## src/rtl/gray_frame_sequencer.sv

```systemverilog
// -----------------------------------------------------------------------------
// gray_frame_sequencer
//
// Purpose:
//   Sequences one gray frame at a time through a single-port gray BRAM.
//   A frame is opened by i_FRAME_START, PIXELS pixels are streamed in with a
//   valid/ready handshake and written to consecutive BRAM addresses, the Sobel
//   kernel is kicked with a one-cycle start pulse, and while it runs it owns
//   the BRAM read port. When the kernel reports completion the sequencer
//   pulses o_FRAME_DONE, bumps the frame counter and returns to idle.
//
// Ports:
//   i_CLK               single clock, rising edge
//   i_RSTn              synchronous active-low reset
//   i_FRAME_START       one-cycle pulse opening a new frame load
//   i_PIX_VALID         pixel present on i_PIX_DATA
//   i_PIX_DATA          gray pixel
//   o_PIX_READY         pixel accepted when i_PIX_VALID & o_PIX_READY
//   o_START_RDGRAYBRAM  one-cycle start pulse to the Sobel kernel
//   i_DONE_CAL          kernel finished the frame
//   i_RD_ADDRESS        kernel read address
//   i_RD_READ           kernel read strobe
//   o_BRAM_ADDRESS      gray BRAM address (write address or kernel address)
//   o_BRAM_DATA         gray BRAM write data
//   o_BRAM_WRITE        gray BRAM write enable
//   o_BRAM_READ         gray BRAM read enable
//   o_FRAME_DONE        one-cycle pulse, frame fully processed
//   o_FRAME_CNT         completed frames, wraps 0xFFFF -> 0
//   o_ERR_SHORT         sticky: frame restarted before PIXELS pixels loaded
//   o_BUSY              high in every state except IDLE
// -----------------------------------------------------------------------------
module gray_frame_sequencer #(
    parameter int PIXELS = 76800,
    parameter int ADDR_W = 17,
    parameter int DATA_W = 8
) (
    input  logic              i_CLK,
    input  logic              i_RSTn,
    input  logic              i_FRAME_START,
    input  logic              i_PIX_VALID,
    input  logic [DATA_W-1:0] i_PIX_DATA,
    output logic              o_PIX_READY,
    output logic              o_START_RDGRAYBRAM,
    input  logic              i_DONE_CAL,
    input  logic [ADDR_W-1:0] i_RD_ADDRESS,
    input  logic              i_RD_READ,
    output logic [ADDR_W-1:0] o_BRAM_ADDRESS,
    output logic [DATA_W-1:0] o_BRAM_DATA,
    output logic              o_BRAM_WRITE,
    output logic              o_BRAM_READ,
    output logic              o_FRAME_DONE,
    output logic [15:0]       o_FRAME_CNT,
    output logic              o_ERR_SHORT,
    output logic              o_BUSY
);

    typedef enum logic [2:0] {
        ST_IDLE    = 3'd0,
        ST_LOAD    = 3'd1,
        ST_START   = 3'd2,
        ST_PROCESS = 3'd3,
        ST_DONE    = 3'd4
    } state_t;

    localparam logic [ADDR_W-1:0] LAST_PIX = ADDR_W'(PIXELS - 1);
    localparam logic [ADDR_W-1:0] CNT_ONE  = {{(ADDR_W-1){1'b0}}, 1'b1};

    state_t              state_r;
    logic [ADDR_W-1:0]   pix_cnt_r;
    logic                wr_en_r;
    logic [ADDR_W-1:0]   wr_addr_r;
    logic [DATA_W-1:0]   wr_data_r;
    logic                ready_r;
    logic                start_r;
    logic                done_r;
    logic                busy_r;
    logic                err_short_r;
    logic [15:0]         frame_cnt_r;

    logic                pix_accept_s;
    logic                last_pix_s;
    logic [ADDR_W-1:0]   bram_addr_s;
    logic                bram_read_s;

    // Handshake decode; ready_r is high exactly while the FSM sits in LOAD.
    always_comb begin
        pix_accept_s = 1'b0;
        last_pix_s   = 1'b0;
        if (ready_r && i_PIX_VALID) begin
            pix_accept_s = 1'b1;
        end else begin
            pix_accept_s = 1'b0;
        end
        if (pix_cnt_r == LAST_PIX) begin
            last_pix_s = 1'b1;
        end else begin
            last_pix_s = 1'b0;
        end
    end

    // Frame FSM with all registered outputs; pulses and the write port default low each cycle.
    always_ff @(posedge i_CLK) begin
        if (!i_RSTn) begin
            state_r     <= ST_IDLE;
            pix_cnt_r   <= '0;
            wr_en_r     <= 1'b0;
            wr_addr_r   <= '0;
            wr_data_r   <= '0;
            ready_r     <= 1'b0;
            start_r     <= 1'b0;
            done_r      <= 1'b0;
            busy_r      <= 1'b0;
            err_short_r <= 1'b0;
            frame_cnt_r <= 16'd0;
        end else begin
            wr_en_r   <= 1'b0;
            wr_addr_r <= '0;
            wr_data_r <= '0;
            start_r   <= 1'b0;
            done_r    <= 1'b0;
            case (state_r)
                ST_IDLE: begin
                    if (i_FRAME_START) begin
                        state_r   <= ST_LOAD;
                        pix_cnt_r <= '0;
                        ready_r   <= 1'b1;
                        busy_r    <= 1'b1;
                    end else begin
                        ready_r <= 1'b0;
                        busy_r  <= 1'b0;
                    end
                end
                ST_LOAD: begin
                    // The accepted pixel always lands at the pre-update count,
                    // even when a restart clears the counter in the same cycle.
                    if (pix_accept_s) begin
                        wr_en_r   <= 1'b1;
                        wr_addr_r <= pix_cnt_r;
                        wr_data_r <= i_PIX_DATA;
                    end
                    if (i_FRAME_START) begin
                        pix_cnt_r   <= '0;
                        err_short_r <= 1'b1;
                    end else if (pix_accept_s && last_pix_s) begin
                        state_r   <= ST_START;
                        pix_cnt_r <= '0;
                        ready_r   <= 1'b0;
                        start_r   <= 1'b1;
                    end else if (pix_accept_s) begin
                        pix_cnt_r <= pix_cnt_r + CNT_ONE;
                    end
                end
                ST_START: begin
                    state_r <= ST_PROCESS;
                end
                ST_PROCESS: begin
                    if (i_DONE_CAL) begin
                        state_r     <= ST_DONE;
                        done_r      <= 1'b1;
                        frame_cnt_r <= frame_cnt_r + 16'd1;
                    end
                end
                ST_DONE: begin
                    state_r <= ST_IDLE;
                    busy_r  <= 1'b0;
                end
                default: begin
                    state_r   <= ST_IDLE;
                    pix_cnt_r <= '0;
                    ready_r   <= 1'b0;
                    busy_r    <= 1'b0;
                end
            endcase
        end
    end

    // BRAM port mux: the kernel drives address/read with zero latency only in PROCESS.
    always_comb begin
        bram_addr_s = wr_addr_r;
        bram_read_s = 1'b0;
        if (state_r == ST_PROCESS) begin
            bram_addr_s = i_RD_ADDRESS;
            bram_read_s = i_RD_READ;
        end else begin
            bram_addr_s = wr_addr_r;
            bram_read_s = 1'b0;
        end
    end

    assign o_PIX_READY        = ready_r;
    assign o_START_RDGRAYBRAM = start_r;
    assign o_BRAM_ADDRESS     = bram_addr_s;
    assign o_BRAM_DATA        = wr_data_r;
    assign o_BRAM_WRITE       = wr_en_r;
    assign o_BRAM_READ        = bram_read_s;
    assign o_FRAME_DONE       = done_r;
    assign o_FRAME_CNT        = frame_cnt_r;
    assign o_ERR_SHORT        = err_short_r;
    assign o_BUSY             = busy_r;

endmodule
```

## config.mk

```make
export PLATFORM = sky130hd
export DESIGN_NAME = gray_frame_sequencer
export DESIGN_NICKNAME = d
export VERILOG_FILES = /design/src/rtl/gray_frame_sequencer.sv
export SDC_FILE = /design/constraint.sdc
export NUM_CORES = 1
export LEC_CHECK = 0
export ABC_CLOCK_PERIOD_IN_PS = 1850
export BUFFER_PORTS_ARGS = -buffer_cell sky130_fd_sc_hd__buf_2
export CAP_MARGIN = 10
export CORE_ASPECT_RATIO = 1.4
export CORE_UTILIZATION = 44
export DETAILED_ROUTE_END_ITERATION = 8
export MAX_ROUTING_LAYER = met4
export PLACE_DENSITY = 0.69
export SLEW_MARGIN = 20
export SYNTH_ARGS = -nofsm -noshare
export SYNTH_HDL_FRONTEND = slang
export SYNTH_SLANG_ARGS = --single-unit
```

## constraint.sdc

```tcl
create_clock -name i_CLK -period 1.85 [get_ports i_CLK]
set_input_delay 0.555 -clock i_CLK [delete_from_list [all_inputs] [get_ports i_CLK]]
set_output_delay 0.555 -clock i_CLK [all_outputs]
set_load 0.01 [all_outputs]
```

==> flow_summary.toml, run 1 <==
[critical_path]
crit_type = "reg2out"
crit_path_start_kind = "flip-flop"
worstPathArrival_ns = 1.51
crit_path_end = "o_BRAM_ADDRESS[14]"
slowest_stage = "mux2_2"
rrSetupSlack_ns = -0.11
reg2regPathDepth = 4
crit_required_ns = 1.29
cp_max_fo = 9
r2r_start = "pix_cnt_r[14]$_SDFFE_PN0P_"
cp_common_cell = "buf_6"
slowest_delay_ns = 0.36
crit_family = "multiplexers"
crit_start = "state_r[0]$_SDFFE_PN0P_"
crit_path_end_kind = "output port"
r2r_end = "pix_cnt_r[8]$_SDFFE_PN0P_"
cp_cell_sequence = "nand3b_1 > buf_6 > mux2_2 > buf_6"
path_buf_inv = 2
worst-path-stages = 4

[cts]
cts_inserted_buffers = 9
cts-root-buf = "clkbuf_8"
clock_sinks = 67
tritoncts = "yes"
clock_latency_ns = 0.34
ctsHoldBuffers = 0
htree_levels = 3
clkTransAtPathRegs_ns = 0.07
clockBufferDepth = 2

[status]
violations = "design-rule violations, negative setup slack"
status = "finished, violations left"

[die]
io_pins = 79
coreArea_sq_um = 6530
die-height_microns = 99.0
initial_core_util_pct = 45.3
die_w_microns = 71.3
rows = 35
die_area_sq_um = 7060

[timing]
fmax_mhz = 483
hold_violations = 0
finalMaxSlewViolations = 0
finalCritPeriodShare_pct = 112
finalWorstSetupSlack_ns = -0.219
period_needed_ns = 2.07
relSlewSlack_pct = 71.1
finalClockSkew_ns = 0.00930
worst_pin_slew_ns = 0.430
setup-violations-final = 30
rsz0062_at_grt = "yes"

[cells_and_area]
fin_area_sq_um = 4190
n_fill_cell = 548
drive_gt1_share_pct = 40.2
fin_nets = 476
instances_no_fill = 522
antennaDiodeCount = 0
area_growth_pct = 41.7

[drt]
wire_per_inst_microns = 14.0
viasPerCell = 5.39
first_pass_iters = 8
first_iter_violations = 221
num_vias = 2811
ant_nets = 0
drcViolationCount = 9
drt-total-wl_mm = 7.32

[yosys]
ys.warnings.count = 0
yosysUniqueCellTypes = 47
synth_top_area_share_pct = 45.3
synth_enable_flop_cells = 0
syn_inst = 324
synth.largest_area_cell = "dfxtp_1"
synth.avg_cell_area_sq_um = 9.13
synth_top_cells_by_count = "67 x dfxtp_1, 29 x and2_1, 29 x nor2_1, 27 x nand2_1, 18 x mux2_2"
netlist_area_sq_um = 2960
yosysMostFrequentCell = "dfxtp_1"
ys_top_cells_by_area = "dfxtp_1 45%, mux2_2 6.8%, and2_1 6.1%"
ys.flop_type = "dfxtp_1"
synthArstFlopShare_pct = 0
ys_seq_elements = 67
yosysSeqAreaShare_pct = 45.3
synth_fp_nets = 357

[grt]
grt_overflow = 0
antenna_found_initial = 0
track_usage_pct = 22.2
grt_pass1_vias = 2494
grt_max_degree = 27
grt_pass1_wl_mm = 11.8

[hold_path]
hp-class = "in2reg"
min_from = "i_PIX_DATA[5]"

[power]
leakagePower_nw = 1.86
ir_drop_uv = 380
power_per_cell_area_nw_per_um2 = 730

[flow_run]
maxCapViolations = 0

[placement]
placed_area_sq_um = 3750
io_buffers = 78
hpwlAfterDp_mm = 4.94
dp.cells = 501
gp_congestion = 0.902
state kept, by name, summed over array words and instances, names as in the netlist:
register,cells
o_PIX_READY,1
o_BRAM_DATA,8
o_FRAME_DONE,1
wr_addr_r,17
pix_cnt_r,17
state_r,3
o_START_RDGRAYBRAM,1
o_FRAME_CNT,16
o_BRAM_WRITE,1
o_ERR_SHORT,1
o_BUSY,1
metal layers:
metal	vias up	GRT usage [%]	routed length (microns)
met5	-	-	0
met4	0	14.5	239
met3	23	3.99	356
met2	108	35.6	3580
met1	1291	25.2	3140
li1	1389	-	-
kinds of logic after synthesis:
logic type      count (synthesis)  synth area share (%)
xor+xnor                       15                  4.44
fa+ha+maj                       2                 0.846
buf+inv                        23                  3.00
simple gates                  154                  28.4
flops                          67                  45.3
compound gates                 42                  10.1
mux                            21                  7.86
cell usage in the layout (no fill, tap or decap), drive strengths merged, types with 4 or more instances in the layout:
cell and n:
buf 123, dfxtp 67, and2 29, nor2 29
nand2 27, mux2 18, nand3 15, a21oi 13
clkbuf 11, nor3 10, xor2 9, or3 8
inv 7, nand4 7, and4 6, xnor2 6
o21ai 6, a31oi 5, o221ai 5, nand3b 4
and3 4, nor4 4
how the worst min path moves through the flow:
stage                                 to  slack (ns)  cells past startpoint
2_1_floorplan   wr_addr_r[10]$_SDFF_PN0_        0.46                      1
3_3_place_gp         o_BUSY$_SDFFE_PN0N_        0.46                      2
3_5_place_dp    o_ERR_SHORT$_SDFFE_PN0P_        0.46                      2
4_1_cts        o_BRAM_DATA[5]$_SDFF_PN0_        0.40                      2
5_1_grt        o_BRAM_DATA[5]$_SDFF_PN0_        0.40                      2
6_report       o_BRAM_DATA[5]$_SDFF_PN0_        0.41                      2
area by class of cell:
type,count,area [sq um],area share (%)
Clock buffer,11,131,3.13
Sequential cell,67,1350,32.1
Clock inverter,5,77.6,1.85
Timing Repair Buffer,123,877,20.9
Tap cell,74,92.6,2.21
Multi-Input combinational cell,235,1640,39.1
Inverter,7,26.3,0.627
power by group:
part / switching (mW) / internal (mW) / leakage (nW)
sequential: 0.0101 / 1.46 / 0.543
clock: 0.543 / 0.755 / 0.103
combinational: 0.155 / 0.142 / 1.21
timing repair:
| item | CTS | global route |
|---|---|---|
| resized for setup | 30 | 10 |
| setup buffers | 4 | 1 |
| setup endpoints to repair | 37 | 32 |
| cloned | 2 | 0 |
| pin swaps | 16 | 2 |
through the flow:
stage                     TNS (ns)  hold WS (ns)  utilization [%]  setup slack [ns]  power, mW
after floorplan              -1.32         0.460                -            -0.157       1.64
after global placement       -2.55         0.462             57.4            -0.242       1.76
after detailed placement     -2.92         0.461             57.4            -0.259       1.76
after CTS                    -5.36         0.395             64.1            -0.284       3.08
after global routing         -6.11         0.396             64.3            -0.284       3.17
final                        -4.53         0.409             64.3            -0.219       3.06
No activity file was read; power rests on OpenSTA's default activity.
==> run 2, diff against run 1 <==
--- a/config.mk
+++ b/config.mk
@@ -6,13 +6,13 @@
 export NUM_CORES = 1
 export LEC_CHECK = 0
 export ABC_CLOCK_PERIOD_IN_PS = 1850
-export BUFFER_PORTS_ARGS = -buffer_cell sky130_fd_sc_hd__buf_2
 export CAP_MARGIN = 10
 export CORE_ASPECT_RATIO = 1.4
 export CORE_UTILIZATION = 44
 export DETAILED_ROUTE_END_ITERATION = 8
+export DONT_BUFFER_PORTS = 1
 export MAX_ROUTING_LAYER = met4
-export PLACE_DENSITY = 0.69
+export PLACE_DENSITY = 0.59
 export SLEW_MARGIN = 20
 export SYNTH_ARGS = -nofsm -noshare
 export SYNTH_HDL_FRONTEND = slang
==> flow_summary.toml, run 2 (same netlist as run 1, synthesis figures left out) <==
[drt]
num_vias = 2546
drt-total-wl_mm = 7.30
wire_per_inst_microns = 16.2
drcViolationCount = 9
viasPerCell = 5.66
ant_nets = 0
first_iter_violations = 166
first_pass_iters = 8

[cells_and_area]
n_fill_cell = 574
layout_commonest_cell = "dfxtp_1"
area_growth_pct = 29.6
drive_gt1_share_pct = 31.1
final_cell_mix = "62 x dfxtp_1, 39 x buf_4, 29 x and2_1"
fin_area_sq_um = 3840
fin_util_pct = 58.8
antennaDiodeCount = 0
fin_nets = 404

[timing]
period_needed_ns = 2.04
finalClockSkew_ns = 0.00876
hold_violations = 0
finalCritPeriodShare_pct = 110
finalWorstSetupSlack_ns = -0.191
relSlewSlack_pct = 69.0
rsz0062_at_grt = "yes"
fmax_mhz = 490
finalMaxSlewViolations = 0
hold_ws_ns = 0.328
worst_pin_slew_ns = 0.460
setup-violations-final = 33
fin_tns_setup_ns = -4.70

[grt]
antenna_found_initial = 0
grt_pass1_wl_mm = 10.9
grt_pass1_vias = 2347
grt_max_degree = 27
track_usage_pct = 20.8
grt_overflow = 0

[critical_path]
path_buf_inv = 2
slowest_delay_ns = 0.34
crit_type = "reg2out"
crit_start = "state_r[2]$_SDFFE_PN0P_"
worst-path-stages = 4
crit_family = "flip-flops"
slowest_stage = "dfxtp_4"
crit_required_ns = 1.29
r2r_start = "pix_cnt_r[12]$_SDFFE_PN0P_"
crit_path_end_kind = "output port"
cp_max_fo = 4
r2r_end = "pix_cnt_r[14]$_SDFFE_PN0P_"
cp_cell_sequence = "nand3b_1 > buf_6 > buf_6 > mux2_4"
worstPathArrival_ns = 1.49
crit_path_start_kind = "flip-flop"
cp_common_cell = "buf_6"
reg2regPathDepth = 5
rrSetupSlack_ns = -0.17
crit_path_end = "o_BRAM_ADDRESS[0]"

[cts]
htree_levels = 3
clkTransAtPathRegs_ns = 0.08
cts_inserted_buffers = 9
tritoncts = "yes"
cts-root-buf = "clkbuf_8"
clock_latency_ns = 0.34
clock_sinks = 67
clockBufferDepth = 2

[power]
ir_drop_uv = 476
intPower_mw = 2.47
total_power_mw = 3.21
p_sw_mw = 0.738
p_clk_share_pct = 46.3
switching_share_pct = 23.0
leakagePower_nw = 1.54
pwr-share-seq_pct = 45.8
power_per_cell_area_nw_per_um2 = 837
pwr-share-comb_pct = 7.9

[placement]
placed_area_sq_um = 3330
gp_congestion = 0.907
hpwlAfterDp_mm = 4.70
io_buffers = 0

[hold_path]
hp-class = "in2reg"

[status]
violations = "design-rule violations, negative setup slack"
status = "finished, violations left"

[flow_run]
maxCapViolations = 0

[die]
rows = 35
die-height_microns = 99.0
initial_core_util_pct = 45.3
die_area_sq_um = 7060
die_w_microns = 71.3
coreArea_sq_um = 6530
io_pins = 79
-- run 2: changes by cell type in the layout (fill, tap and decap cells not counted), sizes merged --
cell,delta
clkbuf,-2
buf,-72
inv,+1
bufinv,+1
-- run 2: worst min-delay path by stage --
stage | cells past startpoint | slack, ns | from | end
2_1_floorplan | 1 | 0.46 | pix_cnt_r[10]$_SDFFE_PN0P_ | wr_addr_r[10]$_SDFF_PN0_
3_3_place_gp | 1 | 0.51 | pix_cnt_r[6]$_SDFFE_PN0P_ | wr_addr_r[6]$_SDFF_PN0_
3_5_place_dp | 1 | 0.50 | pix_cnt_r[9]$_SDFFE_PN0P_ | wr_addr_r[9]$_SDFF_PN0_
4_1_cts | 1 | 0.31 | i_PIX_DATA[5] | o_BRAM_DATA[5]$_SDFF_PN0_
5_1_grt | 1 | 0.31 | i_PIX_DATA[1] | o_BRAM_DATA[1]$_SDFF_PN0_
6_report | 1 | 0.33 | i_PIX_DATA[5] | o_BRAM_DATA[5]$_SDFF_PN0_
-- run 2: layout make-up --
type	count	area, sq um	share of cell area, %
flip-flops and latches	67	1350	35.3
inverters	7	26.3	0.685
repair buffers	51	445	11.6
clock inverters	7	124	3.23
multi-input cells	235	1670	43.6
clock buffers	9	124	3.23
well taps	74	92.6	2.41
-- run 2: worst register-to-register path, cell delays in order, from the launching register on --
cell,delay (ns)
dfxtp_2,0.32
or4b_4,0.55
or4_4,0.50
o211ai_4,0.32
or3_1,0.16
a31oi_1,0.06
-- run 2: power by group through the flow --
stage               clock [mW]  sequential, mW  combinational (mW)
floorplan                    0            1.50               0.138
global placement             0            1.51               0.201
detailed placement           0            1.51               0.203
CTS                       1.53            1.47               0.226
global route              1.60            1.47               0.273
finish                    1.49            1.47               0.253
-- run 2: timing repair --
| item | 4_1_cts | 5_1_grt |
|---|---|---|
| setup buffers | 5 | 5 |
| hold buffers | 0 | 0 |
| gates cloned | 2 | 1 |
| pin swaps | 13 | 14 |
| setup endpoints to repair | 33 | 46 |
| gates resized for setup | 17 | 26 |
-- run 2: metal layers --
metal | share of wire [%] | track usage (%) | routed length (microns)
met1 | 40 | 22.5 | 2900
met2 | 51 | 33.6 | 3700
met3 | 7.4 | 6.03 | 542
met4 | 2.2 | 11.8 | 160
met5 | 0 | - | 0
-- run 2: through the flow --
stage / worst slack [ns] / std cells
5_1_grt: -0.238 / 450
4_1_cts: -0.214 / 446
2_1_floorplan: -0.157 / 324
6_report: -0.191 / 450
3_3_place_gp: -0.251 / 423
3_5_place_dp: -0.327 / 423
==> run 3, diff against run 2 <==
--- a/config.mk
+++ b/config.mk
@@ -5,6 +5,7 @@
 export SDC_FILE = /design/constraint.sdc
 export NUM_CORES = 1
 export LEC_CHECK = 0
+export ABC_AREA = 1
 export ABC_CLOCK_PERIOD_IN_PS = 1850
 export CAP_MARGIN = 10
 export CORE_ASPECT_RATIO = 1.4
==> flow_summary.toml, run 3 <==
[status]
status = "finished, final reports clean"

[drt]
first_iter_violations = 177
drcViolationCount = 0
first_pass_iters = 4
ant_nets = 0
drt-total-wl_mm = 7.27
num_vias = 2884
wire_per_inst_microns = 12.5
viasPerCell = 4.96

[die]
coreArea_sq_um = 6940
io_pins = 79
rows = 36
die_area_sq_um = 7500
die-height_microns = 102
initial_core_util_pct = 45.4
die_w_microns = 73.5

[power]
ir_drop_uv = 436
power_per_cell_area_nw_per_um2 = 900
total_power_mw = 3.29
leakagePower_nw = 1.53

[yosys]
synth.avg_cell_area_sq_um = 6.72
netlist_area_sq_um = 3150
synthXorXnorAreaFrac_pct = 1.39
yosysUniqueCellTypes = 31
synth_top_area_share_pct = 42.6
synthArstFlopShare_pct = 0
synth_top_cells_by_count = "135 x nand2_1, 67 x dfxtp_1, 64 x nor2_1, 61 x inv_1, 27 x a21oi_1"
ys.flop_type = "dfxtp_1"
synth_compound_area_share_pct = 8.19
yosysSeqAreaShare_pct = 42.6
synth_fp_nets = 501
yosysMostFrequentCell = "nand2_1"
syn_inst = 468
synth_simple_gate_area_share_pct = 37.2
synth_enable_flop_cells = 0
ys_seq_elements = 67
synth_fa_ha_area_share_pct = 0.795
ys.warnings.count = 0
synth_top_family_by_area = "simple AND/OR/NAND/NOR gates"
synthMuxAreaShare_pct = 0
synth.largest_area_cell = "dfxtp_1"
ys_top_cells_by_area = "dfxtp_1 43%, nand2_1 16%, nor2_1 7.6%"

[cells_and_area]
regArea_sq_um = 1350
fin_nets = 514
antennaDiodeCount = 0
n_fill_cell = 712
fin_area_sq_um = 3650
layout_commonest_cell = "nand2_1"
instances_no_fill = 581
final_cell_mix = "118 x nand2_1, 63 x nor2_1, 63 x dfxtp_1"
multi_input_area_sq_um = 1550
drive_gt1_share_pct = 14.4
area_growth_pct = 16.1

[timing]
worst_pin_slew_ns = 0.365
finalWorstSetupSlack_ns = 0.0482
relSlewSlack_pct = 75.5
fmax_mhz = 555
rsz0062_at_grt = "yes"
period_needed_ns = 1.80
setup-violations-final = 0
finalMaxSlewViolations = 0
hold_violations = 0
finalCritPeriodShare_pct = 97.4
hold_ws_ns = 0.311
finalClockSkew_ns = 0.00823

[cts]
ctsHoldBuffers = 0
htree_levels = 3
clock_sinks = 67
clkTransAtPathRegs_ns = 0.07
clock_latency_ns = 0.35
cts_setup_buffers = 0
cts_inserted_buffers = 9
clockBufferDepth = 2
tritoncts = "yes"
cts-root-buf = "clkbuf_8"
ctsResizeCount = 9

[critical_path]
crit_required_ns = 1.29
slowest_stage = "dfxtp_2"
crit_path_start_kind = "flip-flop"
cp_max_fo = 18
cp_cell_sequence = "inv_2 > nand3_4 > buf_12 > nand2_1 > nand2_2"
crit_type = "reg2out"
worstPathArrival_ns = 1.25
slowest_delay_ns = 0.33
crit_path_end_kind = "output port"

[grt]
track_usage_pct = 21.2
grt_pass1_vias = 2704
grt_max_degree = 27
grt_overflow = 0
antenna_found_initial = 0
grt_pass1_wl_mm = 11.8

[placement]
placed_area_sq_um = 3330
io_buffers = 0
hpwlAfterDp_mm = 5.31
dp.cells = 565
gp_congestion = 0.874
dp_slack_ns = 0.118

[hold_path]
hp-class = "in2reg"

[flow_run]
maxCapViolations = 0
run 3: changes by cell type after synthesis, sizes merged, moves of 8 or more:
cell,previous run,this run
o21ai,6,15
and2,29,1
or3,8,0
a21oi,13,27
mux2,18,0
nand3,15,30
nor2,29,68
inv,7,63
nand2,27,135
run 3: critical path, delay by kind of cell, from the launching register on:
| kind | cells | cell delay (ns) |
|---|---|---|
| buffers and inverters | 2 | 0.27 |
| flip-flops | 1 | 0.33 |
| AND/OR/NAND/NOR | 3 | 0.28 |
run 3: path summary, 6_finish.rpt:
check / startpoint / end / slack, ns / depth (start not counted)
worst min register to register: pix_cnt_r[1]$_SDFFE_PN0P_ / wr_addr_r[1]$_SDFF_PN0_ / 0.49 / 2
worst max register to register: pix_cnt_r[1]$_SDFFE_PN0P_ / pix_cnt_r[16]$_SDFFE_PN0P_ / 0.17 / 10
worst min-delay path: i_PIX_DATA[4] / o_BRAM_DATA[4]$_SDFF_PN0_ / 0.31 / 2
worst max-delay path: state_r[2]$_SDFFE_PN0P_ / o_BRAM_ADDRESS[2] / 0.05 / 5
run 3: stage by stage:
step / utilization, % / setup TNS, ns
CTS: 51.8 / 0
global route: 52.7 / -0.0804
detailed placement: 48.0 / 0
finish: 52.7 / 0
global placement: 48.0 / 0
floorplan: - / 0
run 3: kinds of logic (layout without fill, tap and decap cells):
logic type,count (synthesis),in the layout
AO/OA/AOI/OAI,48,48
XOR/XNOR,5,5
buffers and inverters,78,96
adder cells (fa/ha/maj),2,2
AND/OR/NAND/NOR,268,268
flip-flops,67,67
run 3: power by group:
group	switching, mW	internal, mW	total [mW]
Clock	0.537	0.872	1.41
Sequential	0.0486	1.49	1.53
Combinational	0.218	0.125	0.343
run 3: per-layer routing:
layer  routed length (microns)  share of wire, %  up-vias  global-route usage, %
met1                      3000                41     1277                   21.3
met2                      3770                52       93                   37.9
met5                         0                 0        -                      -
met3                       364               5.0       11                   6.11
met4                       130               1.8        0                   8.73
li1                          -                 -     1503                      -
run 3: layout make-up:
type / instances / share of cell area, %
Sequential cell: 67 / 36.9
Multi-Input combinational cell: 323 / 42.4
Inverter: 64 / 6.92
Clock buffer: 13 / 4.62
Tap cell: 95 / 3.25
Clock inverter: 3 / 1.88
Timing Repair Buffer: 16 / 3.97
